### src/rtl/spartan_arb2.sv
// Two-master to one-slave Spartan arbiter with packet locking and in-order response routing.
// Build option SPARTAN_ARB2_FIXED_PRIO_EN: master 0 always wins ties (no round-robin state).
module spartan_arb2 #(
    parameter int BWIDTH    = 64,
    parameter int ORD_DEPTH = 4,
    parameter int ORD_AW    = 2
) (
    input  logic              CLK,
    input  logic              RST,
    input  logic [BWIDTH+1:0] SpMBUS0,
    input  logic              SpMVLD0,
    output logic              SpMRDY0,
    output logic [BWIDTH+1:0] SpSBUS0,
    output logic              SpSVLD0,
    input  logic              SpSRDY0,
    input  logic [BWIDTH+1:0] SpMBUS1,
    input  logic              SpMVLD1,
    output logic              SpMRDY1,
    output logic [BWIDTH+1:0] SpSBUS1,
    output logic              SpSVLD1,
    input  logic              SpSRDY1,
    output logic [BWIDTH+1:0] SpMBUS,
    output logic              SpMVLD,
    input  logic              SpMRDY,
    input  logic [BWIDTH+1:0] SpSBUS,
    input  logic              SpSVLD,
    output logic              SpSRDY
);

    typedef enum logic [1:0] {
        IDLE = 2'd0,
        OWN0 = 2'd1,
        OWN1 = 2'd2
    } state_t;

    state_t            state;
    logic              ord_mem [ORD_DEPTH];
    logic [ORD_AW-1:0] wr_ptr;
    logic [ORD_AW-1:0] rd_ptr;
    logic [ORD_AW:0]   ord_cnt;
`ifndef SPARTAN_ARB2_FIXED_PRIO_EN
    logic              rr_last;
`endif

    logic       full, empty, win, sel0, sel1;
    logic       m_xfer, m_end, push, pop, head;
    logic [1:0] mhdr, shdr;

    always_comb begin
        full  = (ord_cnt == (ORD_AW+1)'(ORD_DEPTH));
        empty = (ord_cnt == '0);
`ifdef SPARTAN_ARB2_FIXED_PRIO_EN
        win = !SpMVLD0;
`else
        win = (SpMVLD0 && SpMVLD1) ? !rr_last : SpMVLD1;
`endif
        sel0 = 1'b0;
        sel1 = 1'b0;
        case (state)
            IDLE: begin
                if (!full && (SpMVLD0 || SpMVLD1)) begin
                    sel0 = !win;
                    sel1 = win;
                end
            end
            OWN0:    sel0 = 1'b1;
            OWN1:    sel1 = 1'b1;
            default: ;
        endcase

        // Grant select depends only on state and request valids, never on SpMRDY.
        SpMBUS  = sel1 ? SpMBUS1 : SpMBUS0;
        SpMVLD  = (sel0 && SpMVLD0) || (sel1 && SpMVLD1);
        SpMRDY0 = sel0 && SpMRDY;
        SpMRDY1 = sel1 && SpMRDY;
        mhdr    = SpMBUS[BWIDTH+1:BWIDTH];
        m_xfer  = SpMVLD && SpMRDY;
        m_end   = (mhdr == 2'b00) || (mhdr == 2'b11);
        push    = m_xfer && (state == IDLE);

        head    = ord_mem[rd_ptr];
        SpSBUS0 = SpSBUS;
        SpSBUS1 = SpSBUS;
        SpSVLD0 = !empty && !head && SpSVLD;
        SpSVLD1 = !empty && head && SpSVLD;
        SpSRDY  = empty ? 1'b1 : (head ? SpSRDY1 : SpSRDY0);
        shdr    = SpSBUS[BWIDTH+1:BWIDTH];
        pop     = !empty && SpSVLD && SpSRDY && ((shdr == 2'b11) || (shdr == 2'b00));
    end

    always_ff @(posedge CLK or posedge RST) begin
        if (RST) begin
            state   <= IDLE;
            wr_ptr  <= '0;
            rd_ptr  <= '0;
            ord_cnt <= '0;
`ifndef SPARTAN_ARB2_FIXED_PRIO_EN
            rr_last <= 1'b1;
`endif
            for (int unsigned i = 0; i < ORD_DEPTH; i++) begin
                ord_mem[i] <= 1'b0;
            end
        end else begin
            if (push) begin
                ord_mem[wr_ptr] <= sel1;
                wr_ptr          <= wr_ptr + 1'b1;
            end
            if (pop) begin
                rd_ptr <= rd_ptr + 1'b1;
            end
            case ({push, pop})
                2'b10:   ord_cnt <= ord_cnt + 1'b1;
                2'b01:   ord_cnt <= ord_cnt - 1'b1;
                default: ;
            endcase

            case (state)
                IDLE: begin
                    if (m_xfer) begin
                        if (m_end) begin
`ifndef SPARTAN_ARB2_FIXED_PRIO_EN
                            rr_last <= sel1;
`endif
                        end else begin
                            state <= sel1 ? OWN1 : OWN0;
                        end
                    end
                end
                OWN0: begin
                    if (m_xfer && m_end) begin
                        state <= IDLE;
`ifndef SPARTAN_ARB2_FIXED_PRIO_EN
                        rr_last <= 1'b0;
`endif
                    end
                end
                OWN1: begin
                    if (m_xfer && m_end) begin
                        state <= IDLE;
`ifndef SPARTAN_ARB2_FIXED_PRIO_EN
                        rr_last <= 1'b1;
`endif
                    end
                end
                default: state <= IDLE;
            endcase
        end
    end

endmodule

### config.mk
export PLATFORM = sky130hd
export DESIGN_NAME = spartan_arb2
export DESIGN_NICKNAME = d
export VERILOG_FILES = /design/src/rtl/spartan_arb2.sv
export SDC_FILE = /design/constraint.sdc
export NUM_CORES = 1
export LEC_CHECK = 0
export CAP_MARGIN = 25
export CORE_AREA = 2 2 160 162
export DETAILED_ROUTE_END_ITERATION = 7
export DIE_AREA = 0 0 162 164
export SETUP_SLACK_MARGIN = 0.4
export SYNTH_ARGS = -nofsm -noshare
export SYNTH_HDL_FRONTEND = slang
export SYNTH_SLANG_ARGS = --single-unit
export TNS_END_PERCENT = 20
### constraint.sdc
create_clock -name CLK -period 2.55 [get_ports CLK]
set_input_delay 0.3825 -clock CLK [delete_from_list [all_inputs] [get_ports CLK]]
set_output_delay 0.3825 -clock CLK [all_outputs]
set_load 0.05 [all_outputs]
==> metrics.cfg <==
[synthesis]
avgSynthCellArea_um2 = 9.316
synth-main-ff-cell = dfrtp_1
synth-seq-cells = 14
async_flop_share_pct = 100.0
yosysWarningCount = 0
syn-num-nets = 519
synth_seq_area_share_pct = 12.46
syn_inst = 303
synth_edf_count = 0
synth_area_um2 = 2823
ys_types = 36

[power_and_ir_drop]
p_leak_nw = 2.151
ir_drop_uv = 700.7
powerDensity_nw_per_um2 = 1270

[timing]
post-route-min-period_ns = 2.500
rsz0062_at_grt = yes
finClkSkew_ns = 0.001410
drv_slew = 0
period_share_pct = 98.05
hold_viol = 0
fin_tns_setup_ns = 0
tightest_slew_ns = 0.5734
finalSetupViolCount = 0
maxSlewHeadroom_pct = 61.73
fmaxAchievable_mhz = 399.9

[global_routing]
grt_max_degree = 20
track_usage_pct = 8.392
overflow = 0
grt_pass1_vias = 2456
antenna_found_initial = 1
grt_first_pass_wirelength_um = 16610

[hold_path]
hold_class = reg -> reg

[floorplan]
core_area_um2 = 24820
die_area_um2 = 26570
std_cell_rows = 58
die_y_um = 164
pin_count = 410
die_w_um = 162
initial_core_util_pct = 11.37

[status]
outcome = completed

[route]
drt_iter0_drc = 56
route.antenna.remaining_nets = 0
num_vias = 2346
routed_wl_um = 12630
vias_per_cell = 3.192
drtPass1Iterations = 4
wire_per_inst_um = 17.18
drc = 0

[placement]
port_buffers = 217
gp_congestion = 0.7946
hpwl_um = 10380

[worst_setup_path]
worstPathCellList = or3b_4, a41oi_4, buf_12, buf_16, mux2_2, buf_8
endpoint_kind = output port
cp_slowest_cell = or3b_4
start_kind = register
path_buf_inv = 3
critPathMaxFanout = 10
worst_ep_required_time_ns = 2.17
crit_family = buffers and inverters
critical_path_class = reg -> out
arrival_ns = 2.12
max_stage_delay_ns = 0.43

[layout]
syn2layout_area_growth_pct = 86.30
mostFrequentLayoutCell = clkdlybuf4s50_1
layout-drive-gt1-share_pct = 49.01
post-route-util_pct = 21.19
regArea_um2 = 355.3
final_cell_mix = clkdlybuf4s50_1, buf_8, mux2_4
fin_nets = 621
fill_cells = 2733
multiInputGateArea_um2 = 1657

[clocking]
clock-sinks = 14
ctsHoldBuffers = 0
cts_buffers = 3
cts_tree = done
cts.clk_slew.worst_paths_ns = 0.05
htreeDepth = 1
root_buffer = clkbuf_16
clockBufferDepth = 2
worstSkewPairLatency_ns = 0.24

[run]
drv_cap = 0

==> state kept, by name, indices dropped and copies added (netlist names) <==
name,flops
state,2
rr_last,1
ord_cnt,3
ord_mem,4
rd_ptr,2
wr_ptr,2
==> cell usage after synthesis, types with 4 or more instances <==
library cell	instances	share of area, %
a31oi_1	5	1.1
a41oi_1	4	1.2
buf_4	132	35
buf_6	8	3.2
dfrtp_1	13	12
ha_1	9	4.0
inv_1	9	1.2
mux2_2	67	27
nand2_1	6	0.80
o211ai_1	4	1.1
xor2_1	6	1.9
==> metal layers <==
metal  vias up  share of wire [%]  track usage, %  routed length [um]
met2       107                 45           11.45                5648
met1      1109                 41           11.30                5187
met3        20                 13           4.444                1606
met4         0                1.5           2.454                 184
met5         -                  0               0                   0
li1       1110                  -               -                   -
==> power breakdown <==
part           switching [mW]  internal [mW]  leakage [nW]
sequential             0.0978          0.346         0.161
clock                  0.0916          0.211        0.0382
combinational            3.13           2.80          1.95
==> kinds of logic after synthesis <==
kind of cell               Yosys count  share of synthesized area, %
muxes                               71                         28.59
buffers and inverters              153                         40.16
AOI/OAI and AO/OA                   22                         6.339
adders and majority gates           10                         4.699
and+or+nand+nor                     24                         4.965
DFF                                 14                         12.46
xor gates and xnor gates             9                         2.793
==> per-stage QoR <==
| step | hold WS (ns) | instance area (um^2) | setup slack (ns) | instances | total power, mW |
|---|---|---|---|---|---|
| 2_1_floorplan | 0.2709 | 2977 | 0.1310 | 303 | 4.417 |
| 3_3_place_gp | 0.4768 | 4498 | 0.01958 | 725 | 5.303 |
| 4_1_cts | 0.4858 | 5184 | 0.01954 | 730 | 6.560 |
| 6_report | 0.4814 | 5259 | 0.04962 | 735 | 6.681 |
| 5_1_grt | 0.5053 | 5256 | -0.01998 | 734 | 6.975 |
| 3_5_place_dp | 0.4771 | 4498 | 0.02090 | 725 | 5.326 |
==> repair_timing <==
action                                  in CTS  in global routing
resized for setup                          158                  5
endpoints found under the setup margin      74                 74
pin swaps                                   10                 11
cloned                                       0                  2
setup buffers                                1                  2
endpoints found under the hold margin        0                  0
==> layout make-up <==
cell class	instances	share of cell area, %
sequential	14	6.757
multi-input combinational	136	31.50
clock buffer	4	1.499
antenna	1	0.04759
tap	330	7.852
inverter	9	0.7376
timing repair buffer	241	51.61
==> final timing paths <==
path	from	endpoint	slack (ns)	cells after the start
worst max-delay path	ord_cnt[1]$_DFFE_PP0P_	SpMBUS[49]	0.05	6
worst max register to register	rd_ptr[0]$_DFFE_PP0P_	ord_cnt[2]$_DFFE_PP0P_	0.12	9
worst min register to register	rd_ptr[1]$_DFFE_PP0P_	rd_ptr[1]$_DFFE_PP0P_	0.48	1
worst min-delay path	rd_ptr[1]$_DFFE_PP0P_	rd_ptr[1]$_DFFE_PP0P_	0.48	1
min in group asynchronous	RST	rd_ptr[1]$_DFFE_PP0P_	0.51	2
max in group asynchronous	RST	state[0]$_DFFE_PP0P_	1.63	2
(Power assumes the default switching activity.)
